File: src/rtl/seq_detect_if.sv
// Serial pattern detector bus: data bit and pattern in, match flag out.
interface seq_detect_if #(
  parameter int N = 3
);
  logic         a;
  logic [N-1:0] seq;
  logic         valid;

  modport master (output a, output seq, input valid);
  modport slave  (input a, input seq, output valid);
endinterface

File: src/rtl/seq_detect.sv
// Serial pattern detector: shifts one bit per clock into an N-bit window and
// flags whenever the window equals the programmable pattern (overlaps allowed).
module seq_detect #(
  parameter int N = 3
) (
  input  logic         clk,
  input  logic         reset_n,
  seq_detect_if.slave  bus
);
  localparam int FW = $clog2(N + 1);

  logic [N-1:0]  hist_q;
  logic [N-1:0]  hist_d;
  logic [FW-1:0] fill_q;
  logic [FW-1:0] fill_d;

  // Next-state: shift form works for N=1 as well; fill saturates at N.
  always_comb begin
    hist_d = (hist_q << 1'b1) | N'(bus.a);
    if (fill_q == FW'(N)) begin
      fill_d = fill_q;
    end else begin
      fill_d = fill_q + FW'(1);
    end
  end

  // History and fill state; reset discards all samples and ignores a.
  always_ff @(posedge clk) begin
    if (!reset_n) begin
      hist_q <= '0;
      fill_q <= '0;
    end else begin
      hist_q <= hist_d;
      fill_q <= fill_d;
    end
  end

  // Combinational against seq so a pattern change applies in the same cycle;
  // fill gating stops the zero-filled reset window matching an all-zero seq.
  assign bus.valid = (fill_q == FW'(N)) && (hist_q == bus.seq);

endmodule

File: src/flat_wrapper.sv
// flat-port wrapper written by rule: the top's interface ports become plain ports
module seq_detect_flat 
#(
  parameter int N = 3
)
  (clk, reset_n, bus_a, bus_seq, bus_valid);
  seq_detect_if #(.N(N)) bus_i ();
  input  logic clk;
  input  logic reset_n;
  input wire logic [$bits(bus_i.a)-1:0] bus_a;
  input wire logic [$bits(bus_i.seq)-1:0] bus_seq;
  output wire logic [$bits(bus_i.valid)-1:0] bus_valid;
  assign bus_i.a = bus_a;
  assign bus_i.seq = bus_seq;
  assign bus_valid = bus_i.valid;
  seq_detect #(.N(N)) u_core (.clk(clk), .reset_n(reset_n), .bus(bus_i));
endmodule
File: config.mk
export PLATFORM = sky130hd
export DESIGN_NAME = seq_detect_flat
export DESIGN_NICKNAME = d
export VERILOG_FILES = /design/src/rtl/seq_detect_if.sv /design/src/rtl/seq_detect.sv /design/src/flat_wrapper.sv
export SDC_FILE = /design/constraint.sdc
export NUM_CORES = 1
export LEC_CHECK = 0
export BUFFER_PORTS_ARGS = -buffer_cell sky130_fd_sc_hd__buf_2
export CAP_MARGIN = 10
export CORE_AREA = 8 8 45 47
export CTS_CLUSTER_DIAMETER = 50
export DETAILED_ROUTE_END_ITERATION = 8
export DIE_AREA = 0 0 53 55
export PLACE_DENSITY_LB_ADDON = 0.1
export SLEW_MARGIN = 40
export SYNTH_ARGS = -nofsm -noshare
export SYNTH_HDL_FRONTEND = slang
export SYNTH_SLANG_ARGS = --single-unit
export TNS_END_PERCENT = 1
File: constraint.sdc
create_clock -name clk -period 2.1 [get_ports clk]
set_clock_uncertainty 0.1 [all_clocks]
set_input_delay 0.21 -clock clk [delete_from_list [all_inputs] [get_ports clk]]
set_output_delay 0.21 -clock clk [all_outputs]
set_load 0.01 [all_outputs]
# == Yosys cells after proc, flatten, opt, wreduce, memory -nomap -nowiden ==
# Cells that the tools add are included.
# word_totals
inputBits,6
word_cells,7
out_inout_bits,1
ff_bits,5
# classes
addsub,1
n_eq_ne,2
bitwise,1
reduce_logical,1
# ops
op,n
3-bit == test,1
3-bit by 1-bit OR with 3-bit output,1
"2-bit by 1-bit adder with 2-bit output, second input constant",1
"2-bit == test, second input constant",1
1-bit logical AND,1

# == Depth between registers and ports, before layout ==
# Gate-level depths: netlist of the first run.
# logic_depth
ltp_word,2
mapped_depth,3
ltp_nobuf,3

# == Worst setup path after synthesis of the first run ==
# Ideal clock, no wire load.
# synth_path
path_kind,register to output
start,reg u_core.fill_q[0]
end,out bus_valid
t_arrival_ns,0.761
n_path_buf,0
path_stages_with_launch,3
setup_slack_ns,1.029
t_required_ns,1.790
path_cell_list,dfxtp_1 ha_1 and4_1
# synth_between
elab_chain_cells,2
# synth_lines
item,line,rtl
start: declaration,seq_detect.sv:14,logic [FW-1:0] fill_q;
start signal: assignment,seq_detect.sv:34,fill_q <= fill_d;
2-bit == test,seq_detect.sv:40,assign bus.valid = (fill_q == FW'(N)) && (hist_q == bus.seq);
1-bit logical AND,seq_detect.sv:40,
end: declaration,flat_wrapper.sv:12,output wire logic [$bits(bus_i.valid)-1:0] bus_valid;
# No other way between the ends.

# == Worst setup path after layout of the first run ==
# Same ends and word-level chain as after synthesis.

==> results of run 1 <==
[cells in the mapped netlist]
master / count
ha_1: 1
and4_1: 1
dfxtp_1: 5
mux2i_1: 1
and2_1: 4
nor2b_1: 1
xnor2_1: 4
[cells in the final DEF (no fill, tap or decap), drive strengths merged]
cell,count
nor2b,1
xnor2,4
and2,4
dfxtp,5
and4,1
clkbuf,4
mux2i,1
buf,6
ha,1
[power groups by stage]
stage               registers, uW  logic [uW]  clock network [uW]
floorplan                     113        26.3                   0
global placement              114        35.4                   0
detailed placement            115        36.1                   0
CTS                           113        36.4                 120
global route                  114        37.9                 127
finish                        112        35.2                 112
[flip-flops by register name, summed over array words and instances, names as in the netlist]
name	flops
u_core.fill_q	2
u_core.hist_q	3
[kinds of logic (layout without fill, tap and decap cells)]
kind of cell / after synthesis / in the layout / share of synthesized area
xor+xnor: 4 / 4 / 0.177
fa+ha+maj: 1 / 1 / 0.0633
buf+inv: 0 / 10 / 0
mux: 1 / 1 / 0.0506
simple gates: 6 / 6 / 0.203
flops: 5 / 5 / 0.506
[how the worst max path moves through the flow]
stage | from | end | slack, ns | cells after the start
after global placement | u_core.fill_q[0] | bus_valid | 0.94 | 3
after floorplan | u_core.fill_q[0] | bus_valid | 1.03 | 2
final | u_core.fill_q[0] | bus_valid | 0.69 | 3
after global routing | u_core.fill_q[0] | bus_valid | 0.62 | 3
after CTS | u_core.fill_q[0] | bus_valid | 0.66 | 3
after detailed placement | u_core.fill_q[0] | bus_valid | 0.93 | 3
[final cells by class]
cell class | instances | area share
Sequential cell | 5 | 0.365
Clock buffer | 4 | 0.0959
Multi-Input combinational cell | 12 | 0.356
Tap cell | 16 | 0.0731
Timing Repair Buffer | 6 | 0.110
[per-stage QoR]
step           instances  hold WS (ns)  setup WS [ns]
5_1_grt               43        0.0646          0.619
3_3_place_gp          39         0.321          0.944
6_report              43        0.0744          0.691
4_1_cts               43        0.0613          0.658
2_1_floorplan         17         0.232           1.03
3_5_place_dp          39         0.321          0.925
[worst reg2reg max path, stage by stage, from the launching register on]
cell and delay (ns):
dfxtp_1 0.31, ha_1 0.24, xnor2_1 0.13, and2_1 0.15
[routing by layer]
metal	routed length, um	up-vias
li1	-	75
met1	174	56
met2	143	5
met3	33	2
met4	8	0
met5	0	-
==> metrics.csv, run 1 <==
metric;value;unit
Logic pwr share;0.136;
area grow syn2layout;38.6;%
Clock Tree Buf Depth;2;
CTS tree;built;
Yosys top cell area share;0.506;
initial core utilization;0.143;
end of the worst hold path;u_core.hist_q[0];
Detailed Routing Iterations Pass 1;1;
WP buf/inv;1;
CTS sink count;5;
Clock Pin Slew Worst Setup and Hold Paths;0.04;ns
syn_nets;24;
Leakage;0.000115;uW
Final period util;0.671;
layout cells sized above 1;0.333;
met2 Use GR;0.0293;
H-tree levels;1;
post-route minimum period;1.41;ns
reg-to-reg startpoint;u_core.fill_q[0];
Hold Crit Depth;2;
vias per std cell;3.21;
final max-slew violation count;0;
hold_buf cts;0;
DRT iter0 DRCs;0;
multi-input logic area;97.6;um2
Max-slew headroom;0.913;
Switching Fraction;0.228;
total number of yosys warnings;0;
Seq cells post-synth;5;
Fin Setup TNS;0;ns
IO Count;7;
status;completed;
Pwr Density;946;mW/mm2
largest net degree at the start of global routing;6;
Total Wirelength;359;um
unrepaired setup endpoints after global routing;no;
Critical Path RT;1.79;ns
average wire per standard cell;8.35;um
register area;100;um2
Worst Tran Pin Value;0.127;ns
reg-to-reg endpoint;u_core.fill_q[0];
grt peak-use layer;met4;
Worst setup SP type;flop;
final core occ;0.198;
Seq/Total Area, Yosys;0.506;
TritonCTS Buffers;3;
clock share of power;0.431;
Max stage delay on crit path;0.34;ns
CP arrival;1.10;ns
FF-to-FF path depth;3;
HP Start;bus_a;
area leader, netlist;dfxtp_1;
Min-Delay Path Class;in2reg;
reg-to-reg slack, setup;1.07;ns
crit-path cells;ha_1, and4_1, buf_2;
critical setup path kind;reg2out;
Largest delay share family, worst path;flip-flops;
filler cell count;163;
global-route usage over all layers;0.0322;
DRC;0;
count of final setup violators;0;
fmax;710;MHz
Die ar.;0.00292;mm2
Ant. Diodes;0;
number of antenna violations at the first check in global routing;0;
port buffer count;6;
Netlist cell types;7;
internal power;200;uW
Max-cap violations;0;
mapped cell area;198;um2
power after layout;259;uW
die width;53;um
Setup crit end kind;primary output;
Reg power frac;0.433;
std cell rows;14;
Post-CTS Repair Setup Buffers;0;
worst-skew pair later-pin latency;0.24;ns
CTS resizes;0;
core area;0.00138;mm2
NumNets Final;35;
DRT antenna net count;0;
via count;138;
Peak supply drop;0.183;mV
met1 Track Usage GR;0.0289;
Root Buffer;clkbuf_4;
final global-route overflow total;0;
Psw;59.2;uW
die height;55;um
final non-filler cell area;274;um2
DP Area;248;um2
vias in the first global route;134;
CP max FO;3;
top post-synthesis cells by area;dfxtp_1, xnor2_1, and2_1;
routability cong.;0.549;
met3 Use GR;0.0187;
Avg Inst Size Synth;11.6;um2
cell count after synthesis;17;
first-pass GRT wire length;552;um
final hold viol count;0;
CP max-delay cell;dfxtp_1;
Note: power is estimated with default switching activity, not from simulation.
==> run 2: changes to the inputs <==
clock period = 1.4 ns   (was 2.1 ns; I/O delays follow)
==> run 2 against run 1 <==
Compared with the run above: final cell count grew 2.3%; core utilization grew 0.90 points; clock power grew 44%; critical path type unchanged; sequential share of layout area shrank 1.6 points; die area is the same; count of clock-buffer cells in the layout is the same; setup slack lost 0.61 ns; sequential power grew 52%; sequential cell count is the same; register-to-register slack lost 0.68 ns; critical endpoint unchanged.
==> metrics.csv, run 2 (synthesized netlist as in run 1, its figures left out) <==
metric;value;unit
status;completed;
first-pass GRT wire length;600;um
Max-slew headroom;0.920;
DRC;0;
end of the worst hold path;u_core.hist_q[0];
Clock Pin Slew Worst Setup and Hold Paths;0.04;ns
max FFs per register;3;
port buffer count;6;
std cell rows;14;
fmax;756;MHz
final core occ;0.207;
DRT antenna net count;0;
Top reg by flops;u_core.hist_q;
Leakage;0.000117;uW
crit path launch;u_core.fill_q[0];
largest net degree at the start of global routing;6;
Die ar.;0.00292;mm2
post-route minimum period;1.32;ns
HP Start;reset_n;
Detailed Routing Iterations Pass 1;2;
FF-to-FF path depth;3;
placed instance count;39;
non-filler cells in the finished layout;44;
count of final setup violators;0;
layout cells sized above 1;0.357;
Worst Tran Pin Value;0.117;ns
critical setup path kind;reg2out;
biggest regs;u_core.hist_q: 3 flops, u_core.fill_q: 2 flops;
final global-route overflow total;0;
Peak supply drop;0.357;mV
Max-cap violations;0;
CTS tree;built;
final max-slew violation count;0;
Total Wirelength;349;um
final hold viol count;0;
CTS sink count;5;
unrepaired setup endpoints after global routing;no;
reg-to-reg startpoint;u_core.fill_q[0];
worst-skew pair later-pin latency;0.23;ns
Pwr Density;1350;mW/mm2
hold slack;0.0563;ns
most frequent cells in the layout;buf_2, dfxtp_1, xnor2_1, and2_1, clkbuf_4;
number of antenna violations at the first check in global routing;0;
Final period util;0.945;
die height;55;um
DRT iter0 DRCs;1;
NumNets Final;36;
H-tree levels;1;
Worst setup SP type;flop;
die width;53;um
vias per std cell;3.34;
area grow syn2layout;44.9;%
Ant. Diodes;0;
global-route usage over all layers;0.0339;
Fin Setup TNS;0;ns
via count;147;
Critical Path RT;1.16;ns
Clock Tree Buf Depth;2;
TritonCTS Buffers;3;
vias in the first global route;149;
Min-Delay Path Class;in2reg;
filler cell count;159;
commonest non-fill, non-tap cell in the layout;buf_2;
Root Buffer;clkbuf_4;
core area;0.00138;mm2
CP max FO;3;
Setup crit end kind;primary output;
IO Count;7;
reg-to-reg endpoint;u_core.fill_q[1];
CP arrival;1.08;ns
initial core utilization;0.143;
average wire per standard cell;7.93;um
routability cong.;0.565;
reg-to-reg slack, setup;0.39;ns
Hold Crit Depth;2;
[run 2: how the worst max path moves through the flow]
stage,cells past startpoint,slack (ns),end
floorplan,3,0.40,u_core.fill_q[0]
global placement,3,0.31,bus_valid
detailed placement,3,0.29,bus_valid
CTS,3,0.03,bus_valid
global route,3,0.003,bus_valid
finish,3,0.08,bus_valid
[run 2: area by class of cell]
class,count,area (um2),area share
tap,16,20.0,0.0699
clock buffer,4,26.3,0.0917
sequential,5,100,0.349
multi-input combinational,12,100,0.349
timing repair buffer,7,40.0,0.140
[run 2: worst max-delay path: stages, from the launching register on]
cell and delay, ns:
dfxtp_1 0.34, ha_2 0.22, and4_1 0.16, buf_2 0.12
[run 2: what timing repair did]
item                                    in CTS  in global routing
buffers inserted                             0                  0
endpoints found under the hold margin        1                  0
hold buffers                                 1                  0
endpoints found under the setup margin       0                  1
gates resized for setup                      0                  1
[run 2: power by group]
part	leakage (uW)	internal (uW)	switching, uW	total (uW)
clock network	0.0000150	107	53.6	161
registers	0.0000414	160	10.4	170
logic	0.0000608	36.1	20.2	56.3
total	0.000117	303	84.2	388
[run 2: metal layers]
| metal | up-vias | track usage | share of wire |
|---|---|---|---|
| met5 | - | 0 | 0 |
| met4 | 0 | 0.0647 | 0.029 |
| met3 | 2 | 0.0267 | 0.097 |
| met2 | 5 | 0.0293 | 0.38 |
| met1 | 61 | 0.0335 | 0.50 |
| li1 | 79 | - | - |
[run 2: stage by stage]
stage                     setup slack, ns  area (um2)  power (uW)
after floorplan                     0.396         198         209
after global placement              0.311         248         225
after detailed placement            0.288         248         226
after CTS                          0.0289         284         397
after global routing              0.00345         287         420
final                              0.0766         287         388
==> run 3: changes to the inputs <==
PLACE_DENSITY = 0.35   (was not set)
PLACE_DENSITY_LB_ADDON = not set   (was 0.1)
clock period = 1.3 ns   (was 1.4 ns; I/O delays follow)
==> run 3 against run 2 <==
Compared with the run above: non-clock buffer count increased by 2; sequential power increased by 14%; clock power grew 7%; total power rose by 16%; sequential cell count did not move; final cell count grew 4.5%; core utilization rose by 3.4 points; first-iteration DRC count down 100%; highest routed layer unchanged.
==> metrics.csv, run 3 (synthesized netlist as in run 1, its figures left out) <==
metric;value;unit
Pwr Density;1350;mW/mm2
most frequent cells in the layout;buf_2, and2_1, clkbuf_4, dfxtp_2;
largest net degree at the start of global routing;6;
CP max-delay cell;dfxtp_4;
worst-skew pair later-pin latency;0.23;ns
port buffer count;6;
area grow syn2layout;69.0;%
TritonCTS Buffers;3;
biggest regs;u_core.hist_q: 3 flops, u_core.fill_q: 2 flops;
Top reg by flops;u_core.hist_q;
Setup crit end kind;primary output;
crit-path cells;ha_4, and4_1, buf_2;
commonest non-fill, non-tap cell in the layout;buf_2;
Peak supply drop;0.216;mV
Ant. Diodes;0;
Clock Pin Slew Worst Setup and Hold Paths;0.04;ns
placed instance count;39;
post-route minimum period;1.24;ns
CP arrival;1.01;ns
final hold viol count;0;
final max-slew violation count;0;
Worst Tran Pin Value;0.124;ns
CTS tree;built;
Final period util;0.956;
DP Area;248;um2
layout cells sized above 1;0.600;
DRT iter0 DRCs;0;
DRT antenna net count;0;
IO Count;7;
filler cell count;162;
final non-filler cell area;334;um2
DRC;0;
vias per std cell;3.43;
core area;0.00138;mm2
Leakage;0.000140;uW
number of antenna violations at the first check in global routing;0;
vias in the first global route;166;
Min-Delay Path Class;in2reg;
Worst setup SP type;flop;
Fin Setup TNS;0;ns
H-tree levels;1;
unrepaired setup endpoints after global routing;no;
multi-input logic area;125;um2
global-route usage over all layers;0.0372;
final core occ;0.241;
first-pass GRT wire length;662;um
count of final setup violators;0;
die height;55;um
Total Wirelength;397;um
Max stage delay on crit path;0.34;ns
non-filler cells in the finished layout;46;
Die ar.;0.00292;mm2
Clock Tree Buf Depth;2;
NumNets Final;38;
std cell rows;14;
Root Buffer;clkbuf_4;
initial core utilization;0.143;
die width;53;um
Detailed Routing Iterations Pass 1;1;
Max-cap violations;0;
max FFs per register;3;
via count;158;
final global-route overflow total;0;
average wire per standard cell;8.63;um
status;completed;
critical setup path kind;reg2out;
register area;108;um2
power after layout;450;uW
CP max FO;2;
Critical Path RT;1.07;ns
routability cong.;0.614;
fmax;805;MHz
CTS sink count;5;
Max-slew headroom;0.915;
run 3: layer usage:
layer / share of wire / GRT usage / vias to the layer above
met4: 0.068 / 0.0905 / 0
met1: 0.36 / 0.0274 / 70
met2: 0.49 / 0.0469 / 6
li1: - / - / 80
met3: 0.081 / 0.0134 / 2
met5: 0 / 0 / -
run 3: what timing repair did:
action	CTS	global route
endpoints found under the hold margin	1	0
setup endpoints to repair	1	1
buffers inserted	0	2
pin swaps	1	3
hold buffers	1	0
gates resized for setup	2	7
run 3: stage by stage:
stage	hold slack (ns)	setup WS, ns
global placement	0.242	0.218
CTS	0.0547	0.000787
global route	0.0546	0.000577
floorplan	0.152	0.296
detailed placement	0.245	0.194
finish	0.0520	0.0574
run 3: layout make-up:
class / instances / area share
Tap cell: 16 / 0.0599
Timing Repair Buffer: 9 / 0.165
Clock buffer: 4 / 0.0787
Multi-Input combinational cell: 12 / 0.375
Sequential cell: 5 / 0.322
run 3: where the power goes:
| group | switching (uW) | total [uW] | internal [uW] |
|---|---|---|---|
| logic | 27.5 | 85.4 | 57.9 |
| clock network | 56.2 | 172 | 116 |
| registers | 16.3 | 193 | 177 |
| total | 100 | 450 | 350 |
run 3: final timing paths:
check / start / to / slack (ns) / depth (start not counted)
setup / recovery: u_core.fill_q[0] / bus_valid / 0.06 / 3
hold / removal: reset_n / u_core.hist_q[0] / 0.05 / 2
setup reg to reg: u_core.fill_q[0] / u_core.fill_q[0] / 0.21 / 4
hold reg to reg: u_core.hist_q[1] / u_core.hist_q[2] / 0.38 / 1
run 3: worst max-delay path, delay by kind of cell, from the launching register on:
kind,cells,cell delay (ns)
fa+ha+maj,1,0.15
buf+inv,1,0.13
flops,1,0.34
simple gates,1,0.15
